--- src/rtl/tank_pkg.sv ---
// Shared definitions for the water-tank plant emulator and its controller.
// Holds the plant FSM encoding, LFSR taps, default sensor thresholds and the feedback helper.
package tank_pkg;

  typedef enum logic [1:0] {
    IDLE = 2'd0,
    RUN  = 2'd1,
    HALT = 2'd2
  } plant_state_t;

  // Fibonacci taps 16,14,13,11 expressed as bit positions 15,13,12,10
  localparam logic [15:0] LFSR_TAPS = 16'hB400;

  localparam int unsigned LOW_THR_D  = 32'd31;
  localparam int unsigned HIGH_THR_D = 32'd255;

  function automatic logic lfsr_fb(input logic [15:0] st);
    return ^(st & LFSR_TAPS);
  endfunction

endpackage

--- src/rtl/tank_lfsr16.sv ---
// 16-bit Fibonacci LFSR shifting left with feedback into bit 0.
// Exposes the current state and the value it would take on the next advance.
module tank_lfsr16
  import tank_pkg::*;
#(
  parameter logic [15:0] SEED = 16'hACE1
) (
  input  logic        clk,
  input  logic        rst,
  input  logic        adv,
  output logic [15:0] lfsr,
  output logic [15:0] lfsr_nxt
);

  logic [15:0] state_r;
  logic [15:0] nxt_s;

  assign nxt_s    = {state_r[14:0], lfsr_fb(state_r)};
  assign lfsr     = state_r;
  assign lfsr_nxt = nxt_s;

  // State register; an all-zero state (only reachable by an upset) reseeds itself
  always_ff @(posedge clk or negedge rst) begin
    if (!rst) begin
      state_r <= SEED;
    end else if (state_r == 16'h0000) begin
      state_r <= SEED;
    end else if (adv) begin
      state_r <= nxt_s;
    end else begin
      state_r <= state_r;
    end
  end

endmodule

--- src/rtl/tank_plant_emu.sv ---
// Water-tank plant emulator: integrates a pseudo-random level change per step
// according to the pump command and drives the low/high level sensors.
module tank_plant_emu
  import tank_pkg::*;
#(
  parameter int unsigned         LEVEL_W       = 32'd16,
  parameter logic [LEVEL_W-1:0]  INIT_LEVEL    = LEVEL_W'(32'd100),
  parameter logic [LEVEL_W-1:0]  LOW_THR       = LEVEL_W'(LOW_THR_D),
  parameter logic [LEVEL_W-1:0]  HIGH_THR      = LEVEL_W'(HIGH_THR_D),
  parameter logic [15:0]         LFSR_SEED     = 16'hACE1,
  parameter bit                  HALT_ON_FAULT = 1'b1
) (
  input  logic               clk,
  input  logic               rst,
  input  logic               en,
  input  logic               s,
  input  logic               load,
  input  logic [LEVEL_W-1:0] load_val,
  input  logic               clr_flags,
  output logic               a,
  output logic               b,
  output logic [LEVEL_W-1:0] level,
  output logic [3:0]         incr,
  output logic               ovf,
  output logic               udf,
  output logic               halted
);

  plant_state_t        state_r, state_n;
  logic [LEVEL_W-1:0]  level_r, level_n;
  logic [3:0]          incr_r, incr_n;
  logic                ovf_r, ovf_n;
  logic                udf_r, udf_n;

  logic [15:0]         lfsr_s, lfsr_nxt_s;
  logic                lfsr_live_s;
  logic                step_s;
  logic [3:0]          r_s, m_s;
  logic [LEVEL_W-1:0]  m_ext_s;
  logic [LEVEL_W:0]    sum_s;
  logic                add_clip_s, sub_clip_s;
  logic                ovf_set_s, udf_set_s, halt_req_s;

  tank_lfsr16 #(
    .SEED (LFSR_SEED)
  ) u_lfsr (
    .clk      (clk),
    .rst      (rst),
    .adv      (step_s),
    .lfsr     (lfsr_s),
    .lfsr_nxt (lfsr_nxt_s)
  );

  // A healthy LFSR never maps to itself; a stuck one skips the step while it reseeds
  assign lfsr_live_s = (lfsr_nxt_s != lfsr_s);
  assign step_s      = en & ~load & (state_r != HALT) & lfsr_live_s;

  assign r_s        = lfsr_nxt_s[3:0];
  assign m_s        = (r_s == 4'hF) ? 4'h0 : r_s;
  assign m_ext_s    = LEVEL_W'(m_s);
  assign sum_s      = {1'b0, level_r} + (LEVEL_W + 1)'(m_s);
  assign add_clip_s = sum_s[LEVEL_W];
  assign sub_clip_s = (m_ext_s > level_r);

  assign ovf_set_s  = step_s & s & add_clip_s;
  assign udf_set_s  = step_s & ~s & sub_clip_s;
  assign halt_req_s = HALT_ON_FAULT & (ovf_set_s | udf_set_s);

  // Level, magnitude and sticky flag next-state; load outranks a step
  always_comb begin
    level_n = level_r;
    incr_n  = incr_r;
    if (load) begin
      level_n = load_val;
      incr_n  = 4'h0;
    end else if (step_s) begin
      incr_n = m_s;
      if (s) begin
        if (add_clip_s) begin
          level_n = {LEVEL_W{1'b1}};
        end else begin
          level_n = sum_s[LEVEL_W-1:0];
        end
      end else begin
        if (sub_clip_s) begin
          level_n = {LEVEL_W{1'b0}};
        end else begin
          level_n = level_r - m_ext_s;
        end
      end
    end else begin
      level_n = level_r;
    end

    if (clr_flags) begin
      ovf_n = ovf_set_s;
      udf_n = udf_set_s;
    end else begin
      ovf_n = ovf_r | ovf_set_s;
      udf_n = udf_r | udf_set_s;
    end
  end

  // Plant FSM next-state
  always_comb begin
    state_n = state_r;
    case (state_r)
      IDLE: begin
        if (step_s) begin
          state_n = halt_req_s ? HALT : RUN;
        end else begin
          state_n = IDLE;
        end
      end
      RUN: begin
        if (step_s && halt_req_s) begin
          state_n = HALT;
        end else begin
          state_n = RUN;
        end
      end
      HALT: begin
        if (clr_flags) begin
          state_n = RUN;
        end else begin
          state_n = HALT;
        end
      end
      default: state_n = IDLE;
    endcase
  end

  // FSM state register
  always_ff @(posedge clk or negedge rst) begin
    if (!rst) begin
      state_r <= IDLE;
    end else begin
      state_r <= state_n;
    end
  end

  // Datapath registers
  always_ff @(posedge clk or negedge rst) begin
    if (!rst) begin
      level_r <= INIT_LEVEL;
      incr_r  <= 4'h0;
      ovf_r   <= 1'b0;
      udf_r   <= 1'b0;
    end else begin
      level_r <= level_n;
      incr_r  <= incr_n;
      ovf_r   <= ovf_n;
      udf_r   <= udf_n;
    end
  end

  assign a      = (level_r > LOW_THR);
  assign b      = (level_r > HIGH_THR);
  assign level  = level_r;
  assign incr   = incr_r;
  assign ovf    = ovf_r;
  assign udf    = udf_r;
  assign halted = (state_r == HALT);

endmodule

--- config.mk ---
export PLATFORM = sky130hd
export DESIGN_NAME = tank_plant_emu
export DESIGN_NICKNAME = d
export VERILOG_FILES = /design/src/rtl/tank_pkg.sv /design/src/rtl/tank_lfsr16.sv /design/src/rtl/tank_plant_emu.sv
export SDC_FILE = /design/constraint.sdc
export NUM_CORES = 1
export LEC_CHECK = 0
export CAP_MARGIN = 40
export CORE_ASPECT_RATIO = 1.5
export CORE_MARGIN = 4
export CORE_UTILIZATION = 45
export DETAILED_ROUTE_END_ITERATION = 8
export PLACE_DENSITY = 0.68
export SYNTH_ARGS = -nofsm -noshare
export SYNTH_HDL_FRONTEND = slang
export SYNTH_SLANG_ARGS = --single-unit
--- constraint.sdc ---
create_clock -name clk -period 9.45 [get_ports clk]
set_clock_uncertainty 0.05 [all_clocks]
set_input_delay 1.4175 -clock clk [delete_from_list [all_inputs] [get_ports clk]]
set_output_delay 1.4175 -clock clk [all_outputs]
set_load 0.01 [all_outputs]
Yosys cells after proc, flatten, opt, wreduce, memory -nomap -nowiden
Index checks and enable logic that the tools add are counted.
Word-level totals
  register bits: 40
  latch bits: 0
  output and inout bits: 25
  RAM bits: 0
  word-level logic and storage cells: 51
  input port bits: 22
  memories kept: 0
  ROM bits: 0
Cells by class
  equal/unequal tests: 5
  $mul: 0
  div/mod/pow operators: 0
  reduce and logical (&&, ||, !) cells: 6
  bitwise operators: 12
  add/subtract/negate cells: 2
  multiplexer cells: 17
  order comparisons: 3
  shift operators: 0
Operator list (count)
  $mux 16: 7
  $add 16x4->17: 1
  $gt 16x5->1 const B: 1
  $gt 16x8->1 const B: 1
  $gt 4x16->1: 1
  $logic_not 16->1: 1
  $ne 16x16->1: 1
  $reduce_xor 16->1: 1
  $sub 16x4->16: 1
  $mux 4: 3
  $mux 2: 4
  $and 1x1->1: 7
  $pmux 2 s3: 1
  $eq 4x4->1 const B: 1
  $reduce_bool 2->1: 2
  $or 1x1->1: 3
  $eq 2x1->1 const B: 1
  $eq 2x2->1 const B: 1
  $logic_not 2->1: 1
  $mux 1: 2
  $ne 2x2->1 const B: 1
  $not 1->1: 2
  $logic_and 1x1->1: 1

Logic depth before layout (Yosys ltp)
  word-level depth: 10
  gate-level depth with buffers: 16
  gate-level depth less buffers: 15

Hierarchy
Synthesis repeated with hierarchy kept, for this count alone.
Second synthesis, totals
  cells, all modules: 353
  area, all modules: 3186.8 µm²
By module, submodules not included
  tank_plant_emu: instances 1, cells an instance 284, sequential area each 604.3 µm², area each 2306.0 µm²
  tank_lfsr16: instances 1, cells an instance 69, sequential area each 410.4 µm², area each 880.8 µm²

Worst setup path after synthesis
OpenSTA, ideal clock, no wires.
  kind: flip-flop to flip-flop
  start point: register u_lfsr.state_r[13] (netlist: u_lfsr.lfsr[13])
  end point: register level_r[1] (netlist: level[1])
  library setup time: 0.131 ns
  arrival time: 3.133 ns
  cell stages (with the launch flop): 17
  path slack: 6.137 ns
  period minus slack after synthesis: 3.313 ns
  buffers on the path: 1
  required time: 9.269 ns
  cells stage by stage: dfstp_2 > inv_1 > ha_1 > xnor2_1 > inv_1 > ha_1 > nand2_1 > nand2_1 > inv_1 > fa_1 > nor3b_2 > or3_1 > clkbuf_1 > nand4_1 > nand2_2 > a221oi_1 > nor3_1
On the way
  cells in the longest elaborated chain, start to end: 8
  elaborated cells between the ends (all ways): 14
  classes of those cells: add/sub: 2; order compare: 1; eq/ne: 2; mux: 6; bitwise: 1; reduce/logical: 2
RTL lines
  start, declared: RTL line tank_lfsr16.sv:15  | logic [15:0] state_r;
  start signal, assigned: RTL line tank_lfsr16.sv:29  | state_r <= nxt_s;
  start signal, assigned: RTL line tank_lfsr16.sv:31  | state_r <= state_r;
  $reduce_xor 16->1: RTL line tank_pkg.sv:18  | return ^(st & LFSR_TAPS);
  $eq 4x4->1: RTL line tank_plant_emu.sv:59  | assign m_s = (r_s == 4'hF) ? 4'h0 : r_s;
  $mux 4: RTL line tank_plant_emu.sv:59
  $sub 16x4->16 (tied with other cells): RTL line tank_plant_emu.sv:88  | level_n = level_r - m_ext_s;
  $mux 16, on equally long branches: RTL line tank_plant_emu.sv:85, tank_plant_emu.sv:79
  $mux 16: RTL line tank_plant_emu.sv:78  | if (s) begin
  $mux 16: RTL line tank_plant_emu.sv:76  | end else if (step_s) begin
  $mux 16: RTL line tank_plant_emu.sv:73  | if (load) begin
  end signal, assigned: RTL line tank_plant_emu.sv:150  | level_r <= level_n;
  end, declared: RTL line tank_plant_emu.sv:30  | logic [LEVEL_W-1:0] level_r, level_n;
Several ways; a longest one is shown, not always the timed one. The select of a mux whose other input is x is not followed.
A chain may end at the register's enable or synchronous reset.

Worst setup path after layout
  start point: register u_lfsr.state_r[13] (netlist: u_lfsr.lfsr[13])
  end point: register state_r[1]
On the way
  cells in the longest elaborated chain, start to end: 9
  elaborated cells between the ends (all ways): 17
  classes of those cells: add/sub: 1; order compare: 1; eq/ne: 2; mux: 5; bitwise: 6; reduce/logical: 2
RTL lines
  $reduce_xor 16->1: RTL line tank_pkg.sv:18
  $eq 4x4->1 / $ne 16x16->1 (equally long branches): RTL line tank_plant_emu.sv:59, tank_plant_emu.sv:55
  $mux 4 / $and 1x1->1 (equally long branches): RTL line tank_plant_emu.sv:59, tank_plant_emu.sv:56
  $add 16x4->17 (tied with other cells): RTL line tank_plant_emu.sv:61  | assign sum_s = {1'b0, level_r} + (LEVEL_W + 1)'(m_s);
  $and 1x1->1, on equally long branches: RTL line tank_plant_emu.sv:65, tank_plant_emu.sv:66
  $or 1x1->1: RTL line tank_plant_emu.sv:67  | assign halt_req_s = HALT_ON_FAULT & (ovf_set_s | udf_set_s);
  $mux 2 / $logic_and 1x1->1 (equally long branches): RTL line tank_plant_emu.sv:110, tank_plant_emu.sv:116
  $mux 2, on equally long branches: RTL line tank_plant_emu.sv:109, tank_plant_emu.sv:116
  $pmux 2 s3 (*): RTL line tank_plant_emu.sv:107  | case (state_r)
  named net state_n[1]: RTL line tank_plant_emu.sv:29  | plant_state_t state_r, state_n;
  end signal, assigned: RTL line tank_plant_emu.sv:138  | state_r <= state_n;
  end, declared: RTL line tank_plant_emu.sv:29
The timed path passes the listed nets; every way through them passes the cells marked *.

==> flow_metrics.py <==
metrics = {
    "logic_synthesis": {
        "ys_top_cells_by_area": "dfrtp_1 (23%), dfstp_2 (9.1%), ha_1 (7.1%), xor2_1 (5.5%), nand2_1 (4.7%)",
        "synth_warnings": 0,
        "synthFlopType": "dfrtp_1",
        "combinational_family_with_the_most_area_after_synthesis": "simple AND/OR/NAND/NOR gates",
        "synth_sequential_area_ratio_pct": 31.8,
        "yosys_register_bits": 40,
        "synth-async-reset-ratio_pct": 100,
        "synthDominantCellAreaShare_pct": 22.8,
        "compound_cell_area_share_of_the_yosys_netlist_pct": 20.1,
        "synthesis.area_per_instance_um2": 8.60,
        "post_synth_inst_count": 371,
        "netlist-cell-type-count": 62,
        "synth_largest_area_cell": "dfrtp_1",
        "mappedNetlistArea_um2": 3190,
        "synth-xor-area-share_pct": 6.87,
        "fraction_of_the_mapped_netlist_area_in_adder_cells_pct": 8.32,
        "synth_enable_flop_cells": 0,
        "synth_fp_nets": 413,
        "simple_gate_share_of_the_synthesized_area_pct": 23.3,
        "post_synth_mux_area_share_pct": 2.20,
    },
    "final_layout": {
        "fillers": 645,
        "finalNetCount": 446,
        "insertedDiodeCount": 0,
        "final_cell_mix": "clkdlybuf4s50_1 (45), nand2_1 (40), inv_1 (29), dfrtp_1 (29), nor2_1 (27)",
        "drive_gt1_share_pct": 12.8,
        "area.sequential_um2": 1010,
        "multiInputGateArea_um2": 1950,
        "layout_commonest_cell": "clkdlybuf4s50_1",
        "area_grow_syn2layout_pct": 19.2,
    },
    "cts": {
        "cts_post_setup_buffers_inserted": 0,
        "tritoncts": "built",
        "cts-buffers-inserted": 5,
        "htree_levels": 2,
        "cts-resized-gates": 0,
        "ctsLongestPathBuffers": 2,
        "postCtsHoldBufs": 0,
        "clkSlewWorstSetupHoldPaths_ns": 0.08,
        "numClockSinks": 40,
        "root_buffer": "clkbuf_8",
        "insertion_delay_of_the_later_clocked_pin_in_the_worst_skew_pair_ns": 0.30,
    },
    "place": {
        "dp_hpwl_mm": 6.22,
        "count_of_port_buffers_added_during_placement": 46,
        "finalWeightedCongestion": 0.957,
    },
    "route": {
        "drc": 0,
        "drtPass1Iterations": 4,
        "vias": 2822,
        "detail_route.wirelength_mm": 8.28,
        "postRouteAntennaNets": 0,
        "drt_iter0_markers": 199,
        "average_detailed_routed_wire_length_per_instance_um": 17.1,
        "vias_per_cell": 5.84,
    },
    "worst_hold_path": {
        "hold_path.class": "flip-flop to flip-flop",
        "worstHoldPathCells": 1,
        "min-delay-start": "state_r[1]$_DFF_PN0_",
        "end_of_the_worst_hold_path": "state_r[0]$_DFF_PN0_",
    },
    "floorplan": {
        "die-area_um2": 8530,
        "initial_utilization_pct": 46.2,
        "die-height_um": 111,
        "floorplan.io_pins": 47,
        "die_width_um": 76.7,
        "placement_rows": 37,
        "placeableCoreArea_um2": 6900,
    },
    "critical_path": {
        "worst_setup_path_start_kind": "flip-flop",
        "worst-r2r-cell-count": 14,
        "timing.critical_path.to_type": "flip-flop",
        "r2r_end": "state_r[1]$_DFF_PN0_",
        "worst-endpoint-required_ns": 9.58,
        "r2r-start": "u_lfsr.lfsr[13]$_DFFE_PN1P_",
        "crit_arrival_ns": 3.88,
        "critPathKind": "flip-flop to flip-flop",
        "worst-r2r-setup-slack_ns": 5.71,
        "critical_path.max_fanout": 8,
    },
    "power": {
        "p_per_area_nw_per_um2": 254,
        "worst_vdd_rail_ir_drop_mv": 0.158,
        "power.static_leakage_nw": 1.57,
    },
    "run": {
        "cap_violations": 0,
    },
    "timing": {
        "finalHoldViolations": 0,
        "fin_tns_setup_ns": 0,
        "fin_crit_sh_pct": 39.6,
        "unrepaired_setup_endpoints_after_global_routing": "false",
        "setup_viol_count_final": 0,
        "slew_headroom_pct": 48.8,
        "slew_viol_final": 0,
        "fin_worst_hold_slack_ns": 0.468,
        "fmax_mhz": 267,
        "final.min_clock_period_ns": 3.74,
        "timing_worst_slew_pin_value_ns": 0.766,
    },
    "outcome": {
        "outcome": "completed",
    },
    "grt": {
        "grt_pass1_wl_mm": 13.8,
        "via_count_of_the_first_global_routing_pass": 2894,
        "grt_usage_pct": 19.8,
        "congestion_overflow_gr": 0,
        "grt_max_degree": 40,
        "antenna_found_initial": 0,
    },
}
## final cells by class
class                           instances  area share (%)
Clock buffer                            7            2.53
Timing Repair Buffer                   49            13.1
Sequential cell                        40            26.7
Inverter                               30            2.96
Tap cell                               78            2.57
Clock inverter                          1           0.790
Multi-Input combinational cell        278            51.4
## cell usage after synthesis, types with 8 or more instances
cell type	count
nand2_1	40
dfrtp_1	29
inv_1	29
nor2_1	27
a21oi_1	24
xor2_1	20
ha_1	18
nor3_1	17
o21ai_0	12
dfstp_2	11
nand2b_1	11
clkbuf_1	10
buf_2	8
## worst max-delay path by stage
stage / cells after the start / start / to / slack [ns]
final: 14 / u_lfsr.lfsr[13]$_DFFE_PN1P_ / state_r[1]$_DFF_PN0_ / 5.71
after floorplan: 16 / u_lfsr.lfsr[13]$_DFFE_PN1P_ / level[1]$_DFFE_PN0P_ / 6.14
after global routing: 14 / u_lfsr.lfsr[13]$_DFFE_PN1P_ / level[2]$_DFFE_PN1P_ / 5.40
after detailed placement: 8 / load / level[11]$_DFFE_PN0P_ / 5.47
after CTS: 14 / u_lfsr.lfsr[13]$_DFFE_PN1P_ / level[2]$_DFFE_PN1P_ / 5.71
after global placement: 8 / load / level[1]$_DFFE_PN0P_ / 5.55
## metal layers
metal / wire (um) / global-route usage [%]
met1: 3230 / 22.8
met2: 4380 / 34.9
met3: 380 / 2.76
met4: 295 / 10.8
met5: 0 / 0
## power breakdown
part           switching [mW]  internal (mW)
clock network          0.0625         0.0932
registers              0.0649          0.231
logic                   0.291          0.225
## worst max-delay path, stage by stage (launching register included)
cell and delay [ns]:
dfstp_2 0.55, inv_1 0.06, ha_1 0.30, xnor2_1 0.20
inv_1 0.08, ha_1 0.19, a21oi_1 0.23, ha_1 0.21
inv_1 0.06, fa_1 0.39, nand3_1 0.15, nand2_1 0.23
nor4_2 0.54, nor2_1 0.13, o32ai_1 0.26
## sequential cells by signal, summed over array words and instances (netlist names)
| register | flops |
|---|---|
| level | 16 |
| u_lfsr.lfsr | 16 |
| incr | 4 |
| state_r | 2 |
| ovf | 1 |
| udf | 1 |
## logic make-up (layout without fill, tap and decap cells)
kind of cell | after synthesis | in the layout
XOR/XNOR | 25 | 25
AND/OR/NAND/NOR | 139 | 139
AO/OA/AOI/OAI | 87 | 87
multiplexers | 7 | 7
adder cells (fa/ha/maj) | 20 | 20
flip-flops | 40 | 40
buffers and inverters | 53 | 87
## metrics by stage
stage | worst slack [ns] | cell area [um^2] | power, mW | std cells | utilization (%)
final | 5.71 | 3800 | 0.968 | 483 | 55.1
after CTS | 5.71 | 3800 | 0.975 | 483 | 55.1
after global routing | 5.40 | 3800 | 1.06 | 483 | 55.1
after floorplan | 6.14 | 3190 | 0.657 | 371 | -
after global placement | 5.55 | 3650 | 0.807 | 474 | 52.9
after detailed placement | 5.47 | 3680 | 0.815 | 475 | 53.3
Note: power is estimated with default switching activity, not from simulation.
==> RTL change: new RTL, same flow settings <==
Register the inputs `en`, `s`, `load`, `load_val` and `clr_flags` before use, without a reset. The logic sees them one clock later.
--- a/src/rtl/tank_plant_emu.sv
+++ b/src/rtl/tank_plant_emu.sv
@@ -26,6 +26,20 @@
   output logic               halted
 );
 
+  logic en_q;
+  logic s_q;
+  logic load_q;
+  logic [LEVEL_W-1:0] load_val_q;
+  logic clr_flags_q;
+
+  always_ff @(posedge clk) begin
+    en_q        <= en;
+    s_q         <= s;
+    load_q      <= load;
+    load_val_q  <= load_val;
+    clr_flags_q <= clr_flags;
+  end
+
   plant_state_t        state_r, state_n;
   logic [LEVEL_W-1:0]  level_r, level_n;
   logic [3:0]          incr_r, incr_n;
@@ -53,7 +67,7 @@
 
   // A healthy LFSR never maps to itself; a stuck one skips the step while it reseeds
   assign lfsr_live_s = (lfsr_nxt_s != lfsr_s);
-  assign step_s      = en & ~load & (state_r != HALT) & lfsr_live_s;
+  assign step_s      = en_q & ~load_q & (state_r != HALT) & lfsr_live_s;
 
   assign r_s        = lfsr_nxt_s[3:0];
   assign m_s        = (r_s == 4'hF) ? 4'h0 : r_s;
@@ -62,20 +76,20 @@
   assign add_clip_s = sum_s[LEVEL_W];
   assign sub_clip_s = (m_ext_s > level_r);
 
-  assign ovf_set_s  = step_s & s & add_clip_s;
-  assign udf_set_s  = step_s & ~s & sub_clip_s;
+  assign ovf_set_s  = step_s & s_q & add_clip_s;
+  assign udf_set_s  = step_s & ~s_q & sub_clip_s;
   assign halt_req_s = HALT_ON_FAULT & (ovf_set_s | udf_set_s);
 
   // Level, magnitude and sticky flag next-state; load outranks a step
   always_comb begin
     level_n = level_r;
     incr_n  = incr_r;
-    if (load) begin
-      level_n = load_val;
+    if (load_q) begin
+      level_n = load_val_q;
       incr_n  = 4'h0;
     end else if (step_s) begin
       incr_n = m_s;
-      if (s) begin
+      if (s_q) begin
         if (add_clip_s) begin
           level_n = {LEVEL_W{1'b1}};
         end else begin
@@ -92,7 +106,7 @@
       level_n = level_r;
     end
 
-    if (clr_flags) begin
+    if (clr_flags_q) begin
       ovf_n = ovf_set_s;
       udf_n = udf_set_s;
     end else begin
@@ -120,7 +134,7 @@
         end
       end
       HALT: begin
-        if (clr_flags) begin
+        if (clr_flags_q) begin
           state_n = RUN;
         end else begin
           state_n = HALT;
Function: changed (a bounded check fails within 4 cycles, from zero or initial values and one cycle with rst low).
==> RTL change against the unedited design <==
  * Core utilization is 1.8 points higher
  * First-iteration DRC count decreased by 18%
  * Power is 15% higher
  * Sequential power up 32%
  * Count of clock-buffer cells in the layout rose by 5
  * Final area is 10% higher
  * Wire length grew 7.0%
  * Sequential cell count up 20
  * Clock power is 50% higher
  * Worst setup slack got worse by 0.25 ns
  * Area after synthesis is 8.2% higher
  * Final cell count is 9.3% higher
==> RTL change: results (changes against the unedited design) <==
- The final weighted congestion in routability-driven placement is 0.903 (-5.6%).
- The post-cts sizing count is 0 (unchanged).
- The dominant delay contributor by cell family on the critical path is simple AND/OR/NAND/NOR gates.
- For this run, the leading register cell type out of synthesis is dfrtp_1.
- The number of fill cells is 696 (+7.9%).
- The startpoint identified for the worst register-to-register timing path is u_lfsr.lfsr[13]$_DFFE_PN1P_.
- The post-synthesis net count is 425 (+2.9%).
- The detailed-route wire length per cell is 16.8 um (-2.1%).
- The run finished with clean final reports.
- The proportion of synthesized chip area in sequential cells was 41.0% (+9.2 points).
- The detailed-placement wirelength estimate is 6.53 mm (+4.8%).
- The via density per instance is 5.55 (-5.0%).
- The antenna diode count was 0 (unchanged).
- The post-synthesis async set-or-reset flop share was 66.7% (-33 points).
- After synthesis, the cell types taking the most area are dfrtp_1 (21%), dfxtp_1 (12%), dfstp_2 (8.4%).
- The number of nets in the layout is 465 (+4.3%).
- Counting instances in the post-synthesis netlist gives the leading cell types as nand2_1 (41), inv_1 (36), a21oi_1 (30), dfrtp_1 (29), nor2_1 (27).
- The H-tree depth came to 3 (+1).
- The peak supply drop came to 0.000193 V (+22%).
- The worst flop-to-flop path endpoint is level[9]$_DFFE_PN0P_.
- The internal power component came to 672 uW (+22%).
- The clock network latency to the later pin of the worst-skew pair is 0.35 ns (+0.05 ns).
- The number of cells on the worst hold path is 2 (+1).
- The share of final-layout standard cells stronger than drive strength 1 was 10.3% (-2.6 points).
- The clock buffer count from CTS was 9 (+4).
- The unique cell type count in the Yosys netlist came to 61 (-1.6%).
- The first-pass GRT wire length came to 14.4 mm (+4.6%).
- The path with the worst hold slack has its endpoint at level[2]$_DFFE_PN1P_.
- The number of global-route vias before repair is 2964 (+2.4%).
- The post-detailed-placement cell area was 3990 sq um (+8.5%).
- The largest net degree at the start of global routing is 44 (+10%).
- The global routing usage summed across all routing layers was 20.8% (+0.94 points).
- The min-delay analysis places its worst path in the category register to register.
- The count of input and output buffers came to 46 (unchanged).
- The worst endpoint data arrival time is 4.19 ns (+0.31 ns).
- The number of warnings reported in the yosys synthesis log came to 0 (unchanged).
- The slew at the pin closest to its max-slew limit is 0.805 ns (+0.0396 ns).
- The static leakage is 0.00172 uW (+9.9%).
- The peak fanout along the critical path is 13 (+5).
- The violation count after the first detailed-route iteration is 163 (-18%).
- The critical hold path startpoint is load_val_q[2]$_DFF_P_.
- The internal reg-to-reg setup slack is 5.46 ns (-0.25 ns).
- The deepest clock path buffer count is 2 (unchanged).
- The slowest cell on the critical path is dfstp_2.
-- RTL change: changes by cell type in the layout (fill, tap and decap cells not counted), sizes merged, moves of 5 or more --
cell,before,now
dfxtp,0,20
nor3,18,9
nand2b,11,4
xnor2,5,12
a21oi,24,30
inv,30,36
clkbuf,7,12
o31ai,6,1
-- RTL change: cell type report --
| class | count | area, sq um | share of cell area [%] |
|---|---|---|---|
| Clock buffer | 12 | 155 | 3.70 |
| Clock inverter | 4 | 47.5 | 1.13 |
| Inverter | 36 | 135 | 3.22 |
| Multi-Input combinational cell | 267 | 1820 | 43.5 |
| Sequential cell | 60 | 1420 | 33.8 |
| Tap cell | 100 | 125 | 2.98 |
| Timing Repair Buffer | 49 | 490 | 11.7 |
-- RTL change: logic make-up (layout without fill, tap and decap cells) --
group / count (synthesis) / after routing / share of synthesized area, %
simple gates: 121 / 121 / 18.0
compound gates: 95 / 95 / 18.8
flops: 60 / 60 / 41.0
buf+inv: 56 / 101 / 6.53
xor+xnor: 28 / 28 / 7.11
fa+ha+maj: 20 / 20 / 7.69
mux: 3 / 3 / 0.871
-- RTL change: power by group through the flow --
stage | sequential, uW | combinational, uW | clock, uW
3_5_place_dp | 392 | 490 | 0
5_1_grt | 397 | 552 | 252
4_1_cts | 389 | 494 | 241
2_1_floorplan | 373 | 346 | 0
3_3_place_gp | 391 | 477 | 0
6_report | 389 | 490 | 234
-- RTL change: worst max path at each step --
stage          slack, ns                         from               endpoint  depth (start not counted)
6_report            5.46  u_lfsr.lfsr[13]$_DFFE_PN1P_   level[9]$_DFFE_PN0P_                         14
5_1_grt             5.06  u_lfsr.lfsr[13]$_DFFE_PN1P_  level[12]$_DFFE_PN0P_                         15
4_1_cts             5.48  u_lfsr.lfsr[13]$_DFFE_PN1P_   level[9]$_DFFE_PN0P_                         14
3_5_place_dp        5.48  u_lfsr.lfsr[13]$_DFFE_PN1P_   level[9]$_DFFE_PN0P_                         14
3_3_place_gp        5.57  u_lfsr.lfsr[13]$_DFFE_PN1P_   level[1]$_DFFE_PN0P_                         15
2_1_floorplan       5.83  u_lfsr.lfsr[13]$_DFFE_PN1P_   level[3]$_DFFE_PN0P_                         15
-- RTL change: metrics by stage --
stage	std cells	setup WS, ns	hold slack (ns)
5_1_grt	528	5.06	0.413
2_1_floorplan	383	5.83	0.334
4_1_cts	528	5.48	0.367
6_report	528	5.46	0.370
3_5_place_dp	512	5.48	0.354
3_3_place_gp	511	5.57	0.357
-- RTL change: layer usage --
| metal | GRT usage (%) | wire length, um |
|---|---|---|
| met5 | 0 | 0 |
| met4 | 9.06 | 215 |
| met3 | 4.62 | 416 |
| met2 | 38.0 | 4870 |
| met1 | 22.6 | 3350 |
